## src/rtl/wide_add_pkg.sv

```systemverilog
// Shared constants and helpers for the slice-serial wide adder.
package wide_add_pkg;

  localparam int unsigned SLICE_W = 16;

  typedef logic [1:0] state_t;

  localparam state_t StIdle = 2'd0;
  localparam state_t StRun  = 2'd1;
  localparam state_t StDone = 2'd2;

  // Slice index width; never below one bit so NUM_WORDS=1 still has a counter.
  function automatic int unsigned idx_width(int unsigned n);
    return (n <= 1) ? 1 : $clog2(n);
  endfunction

endpackage

```

## src/rtl/adder_16bit.sv

```systemverilog
// 16-bit ripple-carry adder stage with carry-in and carry-out.
module adder_16bit (
  input  logic [15:0] a,
  input  logic [15:0] b,
  input  logic        Cin,
  output logic [15:0] y,
  output logic        Co
);

  always_comb begin : ripple
    logic c;
    c = Cin;
    y = '0;
    for (int i = 0; i < 16; i++) begin
      y[i] = a[i] ^ b[i] ^ c;
      c    = (a[i] & b[i]) | (a[i] & c) | (b[i] & c);
    end
    Co = c;
  end

endmodule

```

## src/rtl/wide_add_seq.sv

```systemverilog
// Multi-cycle wide add/subtract: one 16-bit slice per cycle through a single adder_16bit,
// LSB slice first, carry chained through a register.
module wide_add_seq
  import wide_add_pkg::*;
#(
  parameter int unsigned NUM_WORDS = 4
) (
  input  logic                           clk,
  input  logic                           rst,
  input  logic                           in_valid,
  output logic                           in_ready,
  input  logic [SLICE_W*NUM_WORDS-1:0]   a,
  input  logic [SLICE_W*NUM_WORDS-1:0]   b,
  input  logic                           cin,
  input  logic                           sub,
  output logic                           out_valid,
  input  logic                           out_ready,
  output logic [SLICE_W*NUM_WORDS-1:0]   sum,
  output logic                           cout,
  output logic                           ovf
);

  localparam int unsigned W    = SLICE_W * NUM_WORDS;
  localparam int unsigned IdxW = idx_width(NUM_WORDS);
  localparam logic [IdxW-1:0] LastIdx = IdxW'(NUM_WORDS - 1);

  state_t            state_q, state_d;
  logic [IdxW-1:0]   idx_q, idx_d;
  logic              carry_q, carry_d;
  logic [W-1:0]      op_a_q, op_a_d;
  logic [W-1:0]      op_b_q, op_b_d;
  logic [W-1:0]      sum_q, sum_d;
  logic              cout_q, cout_d;
  logic              ovf_q, ovf_d;

  logic [SLICE_W-1:0] slice_a, slice_b, slice_y;
  logic               slice_co;

  assign slice_a = op_a_q[SLICE_W*32'(idx_q) +: SLICE_W];
  assign slice_b = op_b_q[SLICE_W*32'(idx_q) +: SLICE_W];

  adder_16bit u_adder (
    .a   (slice_a),
    .b   (slice_b),
    .Cin (carry_q),
    .y   (slice_y),
    .Co  (slice_co)
  );

  always_comb begin
    state_d = state_q;
    idx_d   = idx_q;
    carry_d = carry_q;
    op_a_d  = op_a_q;
    op_b_d  = op_b_q;
    sum_d   = sum_q;
    cout_d  = cout_q;
    ovf_d   = ovf_q;
    case (state_q)
      StIdle: begin
        if (in_valid) begin
          op_a_d  = a;
          op_b_d  = sub ? ~b : b;
          carry_d = sub ? 1'b1 : cin;
          idx_d   = '0;
          state_d = StRun;
        end
      end
      StRun: begin
        sum_d[SLICE_W*32'(idx_q) +: SLICE_W] = slice_y;
        carry_d = slice_co;
        if (idx_q == LastIdx) begin
          cout_d  = slice_co;
          // Carry into the MSB xor carry out of it.
          ovf_d   = op_a_q[W-1] ^ op_b_q[W-1] ^ slice_y[SLICE_W-1] ^ slice_co;
          state_d = StDone;
        end else begin
          idx_d = idx_q + 1'b1;
        end
      end
      StDone: begin
        if (out_ready) state_d = StIdle;
      end
      default: state_d = StIdle;
    endcase
  end

  always_ff @(posedge clk) begin
    if (rst) begin
      state_q <= StIdle;
      idx_q   <= '0;
      carry_q <= 1'b0;
      op_a_q  <= '0;
      op_b_q  <= '0;
      sum_q   <= '0;
      cout_q  <= 1'b0;
      ovf_q   <= 1'b0;
    end else begin
      state_q <= state_d;
      idx_q   <= idx_d;
      carry_q <= carry_d;
      op_a_q  <= op_a_d;
      op_b_q  <= op_b_d;
      sum_q   <= sum_d;
      cout_q  <= cout_d;
      ovf_q   <= ovf_d;
    end
  end

  assign in_ready  = (state_q == StIdle);
  assign out_valid = (state_q == StDone);
  assign sum       = sum_q;
  assign cout      = cout_q;
  assign ovf       = ovf_q;

endmodule

```

## config.mk

```make
export PLATFORM = sky130hd
export DESIGN_NAME = wide_add_seq
export DESIGN_NICKNAME = d
export VERILOG_FILES = /design/src/rtl/wide_add_pkg.sv /design/src/rtl/adder_16bit.sv /design/src/rtl/wide_add_seq.sv
export SDC_FILE = /design/constraint.sdc
export NUM_CORES = 1
export LEC_CHECK = 0
export ABC_AREA = 1
export BUFFER_PORTS_ARGS = -buffer_cell sky130_fd_sc_hd__buf_2
export CORE_MARGIN = 5
export CORE_UTILIZATION = 29
export CTS_CLUSTER_SIZE = 8
export DETAILED_ROUTE_END_ITERATION = 10
export PLACE_DENSITY_LB_ADDON = 0.3
export SYNTH_ARGS = -nofsm -noshare
export SYNTH_HDL_FRONTEND = slang
export SYNTH_SLANG_ARGS = --single-unit
```

## constraint.sdc

```tcl
create_clock -name clk -period 11.7 [get_ports clk]
set_input_delay 1.17 -clock clk [delete_from_list [all_inputs] [get_ports clk]]
set_output_delay 1.17 -clock clk [all_outputs]
set_load 0.005 [all_outputs]
```

==> results of run 1 <==
-- registers in the layout, summed over array words and instances (netlist names) --
signal	count
op_a_q	64
op_b_q	64
sum	64
carry_q	1
state_q	2
ovf	1
cout	1
idx_q	2
-- per-layer routing --
metal	GRT usage (%)	vias to the layer above	wire length [um]	share of wire, %
li1	-	4315	-	-
met1	22.9	3865	14100	47
met2	25.7	298	13500	45
met3	4.08	26	2190	7.2
met4	3.81	0	383	1.3
met5	0	-	0	0
-- metrics by stage --
| step | cell area [um2] | utilization (%) | hold WS (ps) | setup slack [ps] | total power [mW] |
|---|---|---|---|---|---|
| CTS | 11000 | 34.8 | 464 | 3450 | 1.72 |
| global placement | 10400 | 33.0 | 452 | 3630 | 1.15 |
| global route | 11000 | 34.8 | 481 | 3020 | 1.80 |
| detailed placement | 10400 | 33.0 | 453 | 3460 | 1.15 |
| finish | 11000 | 34.8 | 461 | 3410 | 1.72 |
| floorplan | 9250 | - | 441 | 3960 | 1.01 |
-- tightest hold or removal path, cell delays in order, from the launching register on --
cell and delay, ps:
dfxtp_1 310, nand2_1 60, a21oi_1 50
-- path summary, 6_finish.rpt --
kind         startpoint  slack [ps]  endpoint  cells after the start
max            idx_q[0]        3410       ovf                     28
min             sum[42]         460   sum[42]                      2
max reg2reg    idx_q[0]        3410       ovf                     28
min reg2reg     sum[42]         460   sum[42]                      2
-- cell usage after synthesis --
cell / number / area (um2)
nand4_1: 1 / 6.26
buf_1: 1 / 3.75
buf_2: 30 / 150
fa_1: 16 / 320
xor2_1: 64 / 561
o21ai_1: 10 / 50.1
nor2_4: 2 / 22.5
nand3_2: 1 / 10.0
nand2_2: 2 / 12.5
o22a_1: 28 / 245
dfxtp_1: 199 / 3980
inv_2: 5 / 18.8
nor2_1: 239 / 897
nor2_2: 3 / 18.8
clkinv_1: 1 / 3.75
a21oi_1: 116 / 581
ha_1: 6 / 75.1
buf_4: 5 / 37.5
nor3_1: 1 / 5.00
and2_1: 16 / 100
clkbuf_1: 55 / 206
inv_1: 39 / 146
o21ai_0: 144 / 721
o22ai_1: 4 / 25.0
nand2_1: 242 / 908
nand3_1: 28 / 140
-- area by class of cell --
class                   count  area [um2]
diodes                      1        2.50
well taps                 402         503
flip-flops and latches    199        3990
repair buffers            206        1050
multi-input cells         923        4700
inverters                  45         170
fillers                  3458       20600
clock buffers              18         429
clock inverters            14         134
-- kinds of logic (layout without fill, tap and decap cells) --
kind of cell	Yosys count	in the layout	share of synthesized area, %
DFF	199	199	43.1
adders and majority gates	22	22	4.27
and+or+nand+nor	535	535	22.9
xor gates and xnor gates	64	64	6.06
buffers and inverters	136	283	6.13
other	0	1	0
AOI/OAI and AO/OA	302	302	17.5
-- power by group --
part | total [mW] | switching [mW] | internal [mW]
Combinational | 0.390 | 0.252 | 0.138
Sequential | 0.750 | 0.0298 | 0.720
Clock | 0.577 | 0.294 | 0.284
Total | 1.72 | 0.576 | 1.14
==> run metrics, run 1 <==
outcome=finished clean; CTS tree=built; CTS buffer count=17; post-DP HPWL=22500 um; Synth Instances=1258; Num Clock Sinks=199; core area=0.0316 mm2; Relative slew margins=19.0%; first-pass iteration count of the detailed router=7; Inst Count DP=1775; I/O pin total=202; Yosys reg bits=199; Max Cap Viol=0; Cell Count, Final, Fillers Out=1808; commonest non-fill, non-tap cell in the layout=nand2_1; Max Root-Sink Buffers=2; Worst Path Required=12090 ps; worst setup path class=reg -> reg; synth unique cells=26; via count=8504; number of hold violations in the final report=0; Final setup violation count=0; Clock Pin Slew Worst Setup and Hold Paths=70 ps; Starting Density=29.3%; CTS Hold Buffers Added=0; CP startpoint kind=register; die area=0.0356 mm2; initial antenna violation count=1; RSZ-0062 raised after global routing=false; I/O Buffers=201; ANT nets after route=0; Post-CTS Resized=0; DR iter-0 viols=618; Vias/cell=4.70; DIE WIDTH=189 um; min-delay worst type=reg -> reg; Final period util=70.9%; sequential fraction of the synthesis area=43.1%; Root Buffer=clkbuf_16; Synth Net Count=1414; Post CTS Setup Buffer Count=0; CP top delay family=adder cells; commonest non-fill, non-tap cells in the layout=nand2_1, nor2_1, buf_2, dfxtp_1, o21ai_0; Final Net Count=1548; Area growth syn-to-layout=18.7%; Top cell by count, worst path=fa_1; Final TNS setup=0 ps; # DRC=0; Rows=65; Setup Skew=13.3 ps; fmax=121 MHz; GP Congestion=0.852; first-pass GRT wire length=45800 um; Synthesis Warnings=0; worst path buffer plus inverter count=5; fin. max-slew vios=0; worst endpoint data arrival time=8680 ps; Syn Area/Cell=7.35 um2; Max VDD drop=0.104 mV; Power Density=157 mW/mm2; Overflow after GRT=0; Slowest-stage cell, CP=inv_2; vias in the first global route=8079; Avg WL per Cell=16.7 um; Leakage=4.73 nW; crit-path max cell delay=740 ps; gr usage total=16.4%; Worst Tran Pin Value=1220 ps; critical path fanouts, max=69; Detailed Route WL=30200 um; largest net degree at the start of global routing=128; Clk Latency, worst-skew pair=450 ps; H-tree Lvls=4; ratio of cells with drive above 1 in the final layout=18.0%; Mapped Area=0.00925 mm2; Setup crit end kind=register; min cycle time layout=8290 ps; Die Ht=189 um
(Power assumes the default switching activity.)
==> run 2, diff against run 1 <==
Clock period 11.7 ns to 8 ns, I/O delays scaled along.
==> run 2 against run 1 <==
Die area unchanged; critical path depth decreased by 1; first-iteration DRC count increased by 4.4%; fmax grew 8.2%; combinational power rose by 49%; global-route usage fell by 0.29 points; via count barely moved; clock power is 51% higher.
==> run metrics, run 2 (same netlist as run 1, synthesis figures left out) <==
met3 WL=2160 um; largest net degree at the start of global routing=95; Cell Count, Final, Fillers Out=1818; Avg WL per Cell=16.4 um; gr usage total=16.1%; CTS Hold Buffers Added=0; H-tree Lvls=4; Clock Pin Slew Worst Setup and Hold Paths=70 ps; commonest non-fill, non-tap cell in the layout=nand2_1; cell area after placement=0.0105 mm2; Num Clock Sinks=199; commonest non-fill, non-tap cells in the layout=nand2_1, nor2_1, buf_2, dfxtp_1, o21ai_0; first-pass iteration count of the detailed router=5; Leakage=4.80 nW; Setup crit end kind=register; CP top delay family=adder cells; met1 wire length=13900 um; Power Density=230 mW/mm2; Top Layer Used=met5; ratio of cells with drive above 1 in the final layout=18.7%; number of hold violations in the final report=0; Inserted Diodes=0; Area growth syn-to-layout=20.0%; via count=8509; Top cell by count, worst path=fa_1; I/O pin total=202; DR iter-0 viols=645; critical path fanouts, max=19; I/O Buffers=201; Detailed Route WL=29700 um; Inst Count DP=1783; fmax=131 MHz; Clk Latency, worst-skew pair=440 ps; Vias/cell=4.68; Root Buffer=clkbuf_16; post-DP HPWL=22600 um; CTS tree=built; worst endpoint data arrival time=8040 ps; Starting Density=29.3%; power after layout=2.55 mW; worst path buffer plus inverter count=5; GP Congestion=0.902; Worst Path Required=8380 ps; outcome=finished clean; Die Ht=189 um; Overflow after GRT=0; ANT nets after route=0; vias in the first global route=8006; Final setup violation count=0; Final period util=95.7%; RSZ-0062 raised after global routing=false; Setup Skew=13.3 ps; # DRC=0; die area=0.0356 mm2; core area=0.0316 mm2; FILL cells=3431; min cycle time layout=7660 ps; post-route cell area=0.0111 mm2; fin. max-slew vios=0; Relative slew margins=23.2%; Max VDD drop=0.162 mV; Slowest-stage cell, CP=fa_1; Rows=65; crit-path max cell delay=490 ps; CTS buffer count=17; initial antenna violation count=1; Worst Tran Pin Value=1150 ps; CP startpoint kind=register; worst setup path class=reg -> reg; WL met2=13400 um; min-delay worst type=reg -> reg; Final TNS setup=0 ps; Final Net Count=1559; Max Root-Sink Buffers=2; first-pass GRT wire length=45200 um; Max Cap Viol=0; DIE WIDTH=189 um
[run 2: cell count changes in the layout (fill, tap and decap cells not counted)]
cell,change
clkbuf_8,+1
dfxtp_4,+1
bufinv_16,+1
diode_2,-1
inv_2,-1
clkinv_4,+2
buf_4,+11
clkbuf_1,-1
dfxtp_2,-1
inv_8,-1
clkinv_2,-1
[run 2: repair_timing]
action | in CTS | in global routing
buffers inserted | 0 | 3
gates resized for setup | 0 | 3
endpoints found under the setup margin | 0 | 4
[run 2: worst reg2reg max path: cells and delay by family (launching register included)]
| kind | cells | cell delay (ps) |
|---|---|---|
| AND/OR/NAND/NOR | 5 | 280 |
| buffers and inverters | 5 | 620 |
| adder cells (fa/ha/maj) | 15 | 6040 |
| flip-flops | 1 | 360 |
| AO/OA/AOI/OAI | 2 | 310 |
[run 2: final timing paths]
path	from	to	slack [ps]	cells after the start
worst max-delay path	idx_q[1]	ovf	340	27
worst min-delay path	sum[56]	sum[56]	460	2
worst max register to register	idx_q[1]	ovf	340	27
worst min register to register	sum[56]	sum[56]	460	2
[run 2: report_power, final]
part / internal [mW] / switching (mW) / total (mW)
Combinational: 0.209 / 0.372 / 0.581
Clock: 0.453 / 0.419 / 0.872
Sequential: 1.05 / 0.0463 / 1.10
Total: 1.72 / 0.838 / 2.55
[run 2: stage by stage]
| stage | hold WS, ps | util (%) | setup WS (ps) |
|---|---|---|---|
| 2_1_floorplan | 441 | - | 257 |
| 3_3_place_gp | 451 | 33.2 | 388 |
| 3_5_place_dp | 452 | 33.2 | 283 |
| 4_1_cts | 463 | 35.1 | 253 |
| 5_1_grt | 480 | 35.2 | 10.6 |
| 6_report | 462 | 35.2 | 341 |
[run 2: layout make-up]
cell class | count | area [um2] | share of cell area, %
Timing Repair Buffer | 217 | 1130 | 10.2
Multi-Input combinational cell | 923 | 4700 | 42.4
Clock buffer | 18 | 439 | 3.96
Sequential cell | 199 | 3990 | 35.9
Clock inverter | 14 | 156 | 1.41
Inverter | 45 | 175 | 1.58
Tap cell | 402 | 503 | 4.53
[run 2: layer usage]
layer	vias to the layer above	track usage [%]
met1	3867	22.6
met4	2	3.20
met2	273	25.2
li1	4344	-
met5	-	0
met3	23	4.41
